[src/rtl/spike_aer_encoder_if.sv]
`default_nettype none
// ============================================================================
// Module   : spike_aer_encoder_if
// Purpose  : valid/ready address-event stream; aer_ts exists only when
//            AER_TIMESTAMP_EN is defined.
// Revision : 1.0  initial release
// ============================================================================
interface spike_aer_encoder_if #(
    parameter int ADDR_W   = 3
`ifdef AER_TIMESTAMP_EN
    ,
    parameter int TS_WIDTH = 16
`endif
);
    logic              aer_valid;
    logic              aer_ready;
    logic [ADDR_W-1:0] aer_addr;
`ifdef AER_TIMESTAMP_EN
    logic [TS_WIDTH-1:0] aer_ts;

    modport master (output aer_valid, output aer_addr, output aer_ts, input aer_ready);
    modport slave  (input aer_valid, input aer_addr, input aer_ts, output aer_ready);
`else
    modport master (output aer_valid, output aer_addr, input aer_ready);
    modport slave  (input aer_valid, input aer_addr, output aer_ready);
`endif
endinterface
`default_nettype wire

[src/rtl/spike_aer_encoder.sv]
`default_nettype none
// ============================================================================
// Module   : spike_aer_encoder
// Purpose  : Round-robin AER encoder for a neuron spike bank with an output
//            event FIFO. Define AER_TIMESTAMP_EN to timestamp each event.
// Revision : 1.0  initial release
// ============================================================================
module spike_aer_encoder #(
    parameter int N_NEURONS  = 8,
    parameter int ADDR_W     = $clog2(N_NEURONS),
    parameter int FIFO_DEPTH = 4
`ifdef AER_TIMESTAMP_EN
    ,
    parameter int TS_WIDTH   = 16
`endif
) (
    input  logic                 clk,
    input  logic                 rst_n,
    input  logic [N_NEURONS-1:0] spike_in,
    spike_aer_encoder_if.master  aer,
    output logic [7:0]           drop_count,
    output logic [N_NEURONS-1:0] pending
);
    localparam int                c_PTR_W = $clog2(FIFO_DEPTH);
    localparam logic [c_PTR_W:0]  c_DEPTH = (c_PTR_W + 1)'(FIFO_DEPTH);
    localparam logic [ADDR_W-1:0] c_LAST  = ADDR_W'(N_NEURONS - 1);

    logic [N_NEURONS-1:0] r_pending;
    logic [ADDR_W-1:0]    r_rr_ptr;
    logic [ADDR_W-1:0]    r_mem_addr [FIFO_DEPTH];
    logic [c_PTR_W-1:0]   r_wr_ptr;
    logic [c_PTR_W-1:0]   r_rd_ptr;
    logic [c_PTR_W:0]     r_count;
    logic [7:0]           r_drop_count;

    logic                 w_pop;
    logic                 w_push_ok;
    logic                 w_hi_found;
    logic                 w_lo_found;
    logic [ADDR_W-1:0]    w_hi_idx;
    logic [ADDR_W-1:0]    w_lo_idx;
    logic                 w_grant_valid;
    logic [ADDR_W-1:0]    w_grant_idx;
    logic [N_NEURONS-1:0] w_grant;
    logic [N_NEURONS-1:0] w_coalesce;
    logic [8:0]           w_drop_inc;
    logic [9:0]           w_drop_sum;

    assign w_pop     = aer.aer_valid & aer.aer_ready;
    assign w_push_ok = (r_count < c_DEPTH) | w_pop;

    // Two searches in one pass: lowest pending index at/after the pointer,
    // and lowest pending index overall (used when the search must wrap).
    always_comb begin
        w_hi_found = 1'b0;
        w_lo_found = 1'b0;
        w_hi_idx   = '0;
        w_lo_idx   = '0;
        for (int i = N_NEURONS - 1; i >= 0; i--) begin
            if (r_pending[i]) begin
                w_lo_found = 1'b1;
                w_lo_idx   = ADDR_W'(i);
                if (ADDR_W'(i) >= r_rr_ptr) begin
                    w_hi_found = 1'b1;
                    w_hi_idx   = ADDR_W'(i);
                end
            end
        end
    end

    assign w_grant_valid = (w_hi_found | w_lo_found) & w_push_ok;
    assign w_grant_idx   = w_hi_found ? w_hi_idx : w_lo_idx;

    always_comb begin
        w_grant = '0;
        if (w_grant_valid) begin
            w_grant[w_grant_idx] = 1'b1;
        end
    end

    // A re-spike on the granted neuron becomes a fresh pending event, not a loss.
    assign w_coalesce = spike_in & r_pending & ~w_grant;

    always_comb begin
        w_drop_inc = '0;
        for (int i = 0; i < N_NEURONS; i++) begin
            w_drop_inc = w_drop_inc + 9'(w_coalesce[i]);
        end
        w_drop_sum = {2'b00, r_drop_count} + {1'b0, w_drop_inc};
    end

    always_ff @(posedge clk or negedge rst_n) begin
        if (!rst_n) begin
            r_pending    <= '0;
            r_rr_ptr     <= '0;
            r_drop_count <= '0;
        end else begin
            r_pending    <= (r_pending & ~w_grant) | spike_in;
            r_drop_count <= (w_drop_sum > 10'd255) ? 8'hFF : w_drop_sum[7:0];
            if (w_grant_valid) begin
                r_rr_ptr <= (w_grant_idx == c_LAST) ? '0 : w_grant_idx + 1'b1;
            end
        end
    end

    always_ff @(posedge clk or negedge rst_n) begin
        if (!rst_n) begin
            for (int k = 0; k < FIFO_DEPTH; k++) begin
                r_mem_addr[k] <= '0;
            end
            r_wr_ptr <= '0;
            r_rd_ptr <= '0;
            r_count  <= '0;
        end else begin
            if (w_grant_valid) begin
                r_mem_addr[r_wr_ptr] <= w_grant_idx;
                r_wr_ptr             <= r_wr_ptr + 1'b1;
            end
            if (w_pop) begin
                r_rd_ptr <= r_rd_ptr + 1'b1;
            end
            case ({w_grant_valid, w_pop})
                2'b10:   r_count <= r_count + 1'b1;
                2'b01:   r_count <= r_count - 1'b1;
                default: r_count <= r_count;
            endcase
        end
    end

`ifdef AER_TIMESTAMP_EN
    logic [TS_WIDTH-1:0] r_ts;
    logic [TS_WIDTH-1:0] r_mem_ts [FIFO_DEPTH];

    // Events carry the counter value seen at their push edge (pre-increment).
    always_ff @(posedge clk or negedge rst_n) begin
        if (!rst_n) begin
            r_ts <= '0;
            for (int k = 0; k < FIFO_DEPTH; k++) begin
                r_mem_ts[k] <= '0;
            end
        end else begin
            r_ts <= r_ts + 1'b1;
            if (w_grant_valid) begin
                r_mem_ts[r_wr_ptr] <= r_ts;
            end
        end
    end

    assign aer.aer_ts = r_mem_ts[r_rd_ptr];
`endif

    assign aer.aer_valid = (r_count != '0);
    assign aer.aer_addr  = r_mem_addr[r_rd_ptr];
    assign drop_count    = r_drop_count;
    assign pending       = r_pending;

endmodule
`default_nettype wire
[src/flat_wrapper.sv]
// flat-port wrapper written by rule: the top's interface ports become plain ports
module spike_aer_encoder_flat 
#(
    parameter int N_NEURONS  = 8,
    parameter int ADDR_W     = $clog2(N_NEURONS),
    parameter int FIFO_DEPTH = 4

)
  (clk, rst_n, spike_in, drop_count, pending, aer_aer_valid, aer_aer_addr, aer_aer_ready);
  spike_aer_encoder_if #(.ADDR_W(ADDR_W)) aer_i ();
  input  logic clk;
  input  logic rst_n;
  input  logic [N_NEURONS-1:0] spike_in;
  output logic [7:0] drop_count;
  output logic [N_NEURONS-1:0] pending;
  output wire logic [$bits(aer_i.aer_valid)-1:0] aer_aer_valid;
  output wire logic [$bits(aer_i.aer_addr)-1:0] aer_aer_addr;
  input wire logic [$bits(aer_i.aer_ready)-1:0] aer_aer_ready;
  assign aer_aer_valid = aer_i.aer_valid;
  assign aer_aer_addr = aer_i.aer_addr;
  assign aer_i.aer_ready = aer_aer_ready;
  spike_aer_encoder #(.N_NEURONS(N_NEURONS), .ADDR_W(ADDR_W), .FIFO_DEPTH(FIFO_DEPTH)) u_core (.clk(clk), .rst_n(rst_n), .spike_in(spike_in), .aer(aer_i), .drop_count(drop_count), .pending(pending));
endmodule
[config.mk]
export PLATFORM = sky130hd
export DESIGN_NAME = spike_aer_encoder_flat
export DESIGN_NICKNAME = d
export VERILOG_FILES = /design/src/rtl/spike_aer_encoder_if.sv /design/src/rtl/spike_aer_encoder.sv /design/src/flat_wrapper.sv
export SDC_FILE = /design/constraint.sdc
export NUM_CORES = 1
export LEC_CHECK = 0
export ABC_AREA = 1
export BUFFER_PORTS_ARGS = -buffer_cell sky130_fd_sc_hd__buf_4
export CAP_MARGIN = 40
export CORE_ASPECT_RATIO = 0.75
export CORE_MARGIN = 3
export CORE_UTILIZATION = 30
export CTS_CLUSTER_SIZE = 12
export DETAILED_ROUTE_END_ITERATION = 10
export PLACE_DENSITY_LB_ADDON = 0.25
export SLEW_MARGIN = 0
export SYNTH_ARGS = -nofsm -noshare
export SYNTH_HDL_FRONTEND = slang
export SYNTH_SLANG_ARGS = --single-unit
[constraint.sdc]
create_clock -name clk -period 9.2 [get_ports clk]
set_input_delay 0.46 -clock clk [delete_from_list [all_inputs] [get_ports clk]]
set_output_delay 0.46 -clock clk [all_outputs]
set_load 0.005 [all_outputs]
==> results.md <==
* Status: completed
* FP Rows at 28
* Hold buffers post-CTS at 0
* R2R cell count at 28
* Max-capacitance violation count at 0
* Die height at ~85 µm
* Synthesized instance count at about 310
* Ys flop type: dfrtp_1
* Avg Cell Area, Syn at a little over 8 µm²
* Synth warnings at 0
* CTS clock-pin slew for the worst setup and hold paths at about 0.08 ns
* Nets at between 300 and 400
* Routability cong. at roughly 0.80
* Worst vdd ir at between 200 and 250 µV
* Gr usage total at 12.4%
* Port Buffer Count at 30
* First drt pass iteration count at 4
* Syn Nets at about 340
* Total routed wirelength at around 5400 µm
* CP Capture Type: register
* Least-Margin Pin Slew at ~0.5 ns
* RSZ-0062 raised after global routing: no
* Via count at between 1500 and 2000
* Post-synthesis sequential area ratio at approximately two fifths
* Die X at between 100 and 150 µm
* Total Power at 1220 µW
* P per Cell Area at between 400 and 500 nW/µm²
* Post-route DRC at 0
* Fill count at about 830
* Leak at ~0.0016 µW
* Startpoint class of the critical path: register
* Worst relative slew slack at 65.8%
* DR WL/cell at around 12 µm
* Final Hold Viols at 0
* H-Tree Level Count at 2
* Cell mode on critical path: inv_1
* Clock buffer depth at 2
* Pin count of the biggest net entering global routing at 39
* Clk_lat worst skew at a little under 0.3 ns
* Number of flops mapped to enable cells by yosys at 0
* Total Neg Setup Slack at 0 ns
* Max incr delay on CP at 0.55 ns
* Hold Crit Class: in2async
* Post-CTS Setup Bufs at 0
* Setup violators final at 0
* Synth Cell Area at between 2000 and 2500 µm²
* CP Max Fanout at 8
* Clk_skew at around 0.0081 ns
* Vias/cell at ~4.4
* Critical Path RT at 9.38 ns
* Layout cells sized above 1 at between 20% and 30%
* Ant diodes at 0
* Area taken by multi-input logic gates at around 1300 µm²
* CP Class: reg2reg
* Post-synthesis cell type count at 32
* Slowest CP cell: fa_1
* Final Cycle Share at around 59%
* WP data arrival at 5.61 ns
* Max-slew violation count at 0
* Post-route ant nets at 0
* Starting DRT DRC Count at about 120
* Grt ovf at 0
* Ports at 31
* Core ar. at between 7000 and 8000 µm²
* CTS tree: done
* Clk sinks at 38
* Quantity of gates resized following cts at 0
* First-pass GRT wire length at approximately 9500 µm
* Async SR Flop Fraction at 100%
* Yosys top cell by area: dfrtp_1
* CTS Buf Count at 5
* Crit path time final at 5.44 ns
* FF+latch count, synth at 38
* Number of global-route vias before repair at about 1900
* Sequential Area at 951 µm²
* Largest cells by area after synthesis: dfrtp_1 (38%), nand2_1 (12%), inv_1 (7.1%)
* Clock Tree Root: clkbuf_8
* Fmax at roughly 180 MHz
* P&R area growth vs syn at 18.4%
* Hpwl dp at around 4200 µm
* Die area at roughly 9400 µm²
* Initial Util at a little over 30%
* Synth top area share at between 30% and 40%
* Initial antenna violation count at 0
worst max-delay path: cells and delay by family (launching register included):
kind	cells	cell delay, ns
fa+ha+maj	6	2.56
simple gates	12	1.16
compound gates	4	0.70
buf+inv	6	0.48
flops	1	0.42
where the power goes:
part | switching [µW] | internal [µW] | total, µW | leakage, µW
Clock | 60.3 | 79.9 | 140 | 0.0000579
Sequential | 62.1 | 245 | 307 | 0.000438
Combinational | 455 | 319 | 773 | 0.00107
Total | 577 | 643 | 1220 | 0.00157
synthesized netlist by cell type (2+ instances only):
cell	n
nand2_1	82
inv_1	47
dfrtp_1	38
o21ai_0	26
nor2_1	25
ha_1	14
nand3_1	14
nand2_2	8
fa_1	6
inv_2	5
a21oi_1	4
nand2_4	4
nand3_2	3
o22ai_1	3
xor2_1	3
a21oi_2	2
nand4_1	2
nor2_4	2
nor3_1	2
o21ai_2	2
xnor2_1	2
worst paths after layout:
| path | endpoint | slack, ns | from |
|---|---|---|---|
| worst max-delay path | u_core.drop_count[7] | 3.76 | u_core.r_rr_ptr[2] |
| worst min-delay path | u_core.r_mem_addr[2] | 0.14 | rst_n |
| worst max register to register | u_core.drop_count[7] | 3.76 | u_core.r_rr_ptr[2] |
| worst min register to register | u_core.r_mem_addr[6] | 0.48 | u_core.r_mem_addr[6] |
| max in group asynchronous | u_core.r_rr_ptr[0] | 8.70 | rst_n |
| min in group clk | u_core.pending[7] | 0.36 | spike_in[7] |
sequential cells by signal (all words and copies together), names as in the netlist:
signal	cells
u_core.r_mem_addr	12
u_core.drop_count	8
u_core.pending	8
u_core.r_count	3
u_core.r_rr_ptr	3
u_core.r_rd_ptr	2
u_core.r_wr_ptr	2
per-stage QoR:
| stage | worst slack [ns] | std cells | util (%) | hold WS [ns] | area [µm²] |
|---|---|---|---|---|---|
| finish | 3.76 | 447 | 36.8 | 0.143 | 2930 |
| detailed placement | 3.79 | 439 | 35.4 | 0.467 | 2820 |
| floorplan | 4.32 | 305 | - | 0.164 | 2470 |
| global placement | 3.76 | 439 | 35.4 | 0.463 | 2820 |
| CTS | 3.77 | 447 | 36.8 | 0.156 | 2930 |
| global route | 3.30 | 447 | 36.8 | 0.178 | 2930 |
cells by family (layout without fill, tap and decap cells):
group,after synthesis,in the layout,synth area share [%]
compound gates,39,39,9.51
xor+xnor,5,5,1.77
buf+inv,53,90,8.35
simple gates,150,150,30.0
flops,38,38,38.4
fa+ha+maj,20,20,11.9
metal layers:
metal	wire length, µm	GRT usage, %	vias to the layer above	share of wire (%)
met3	250	2.95	4	4.6
met2	2120	17.3	46	39
li1	-	-	1024	-
met1	3040	19.3	877	56
met4	23	2.35	0	0.42
met5	0	0	-	0
cell usage in the layout, fill, tap and decap left out, types with 4 or more instances in the layout:
master | synthesis | final
nand2_2 | 8 | 8
nand2_1 | 82 | 82
inv_2 | 5 | 5
o21ai_0 | 26 | 26
dfrtp_1 | 38 | 38
ha_1 | 14 | 14
inv_1 | 47 | 47
fa_1 | 6 | 6
a21oi_1 | 4 | 4
buf_4 | 0 | 30
clkbuf_8 | 0 | 5
nor2_1 | 25 | 25
nand2_4 | 4 | 4
nand3_1 | 14 | 14
final cells by class:
type	count	share of cell area, %
well taps	105	4.49
repair buffers	30	7.69
clock inverters	3	1.37
multi-input cells	214	45.0
flip-flops and latches	38	32.5
clock buffers	5	2.35
inverters	52	6.67
Power figures use the tool's default switching activity.
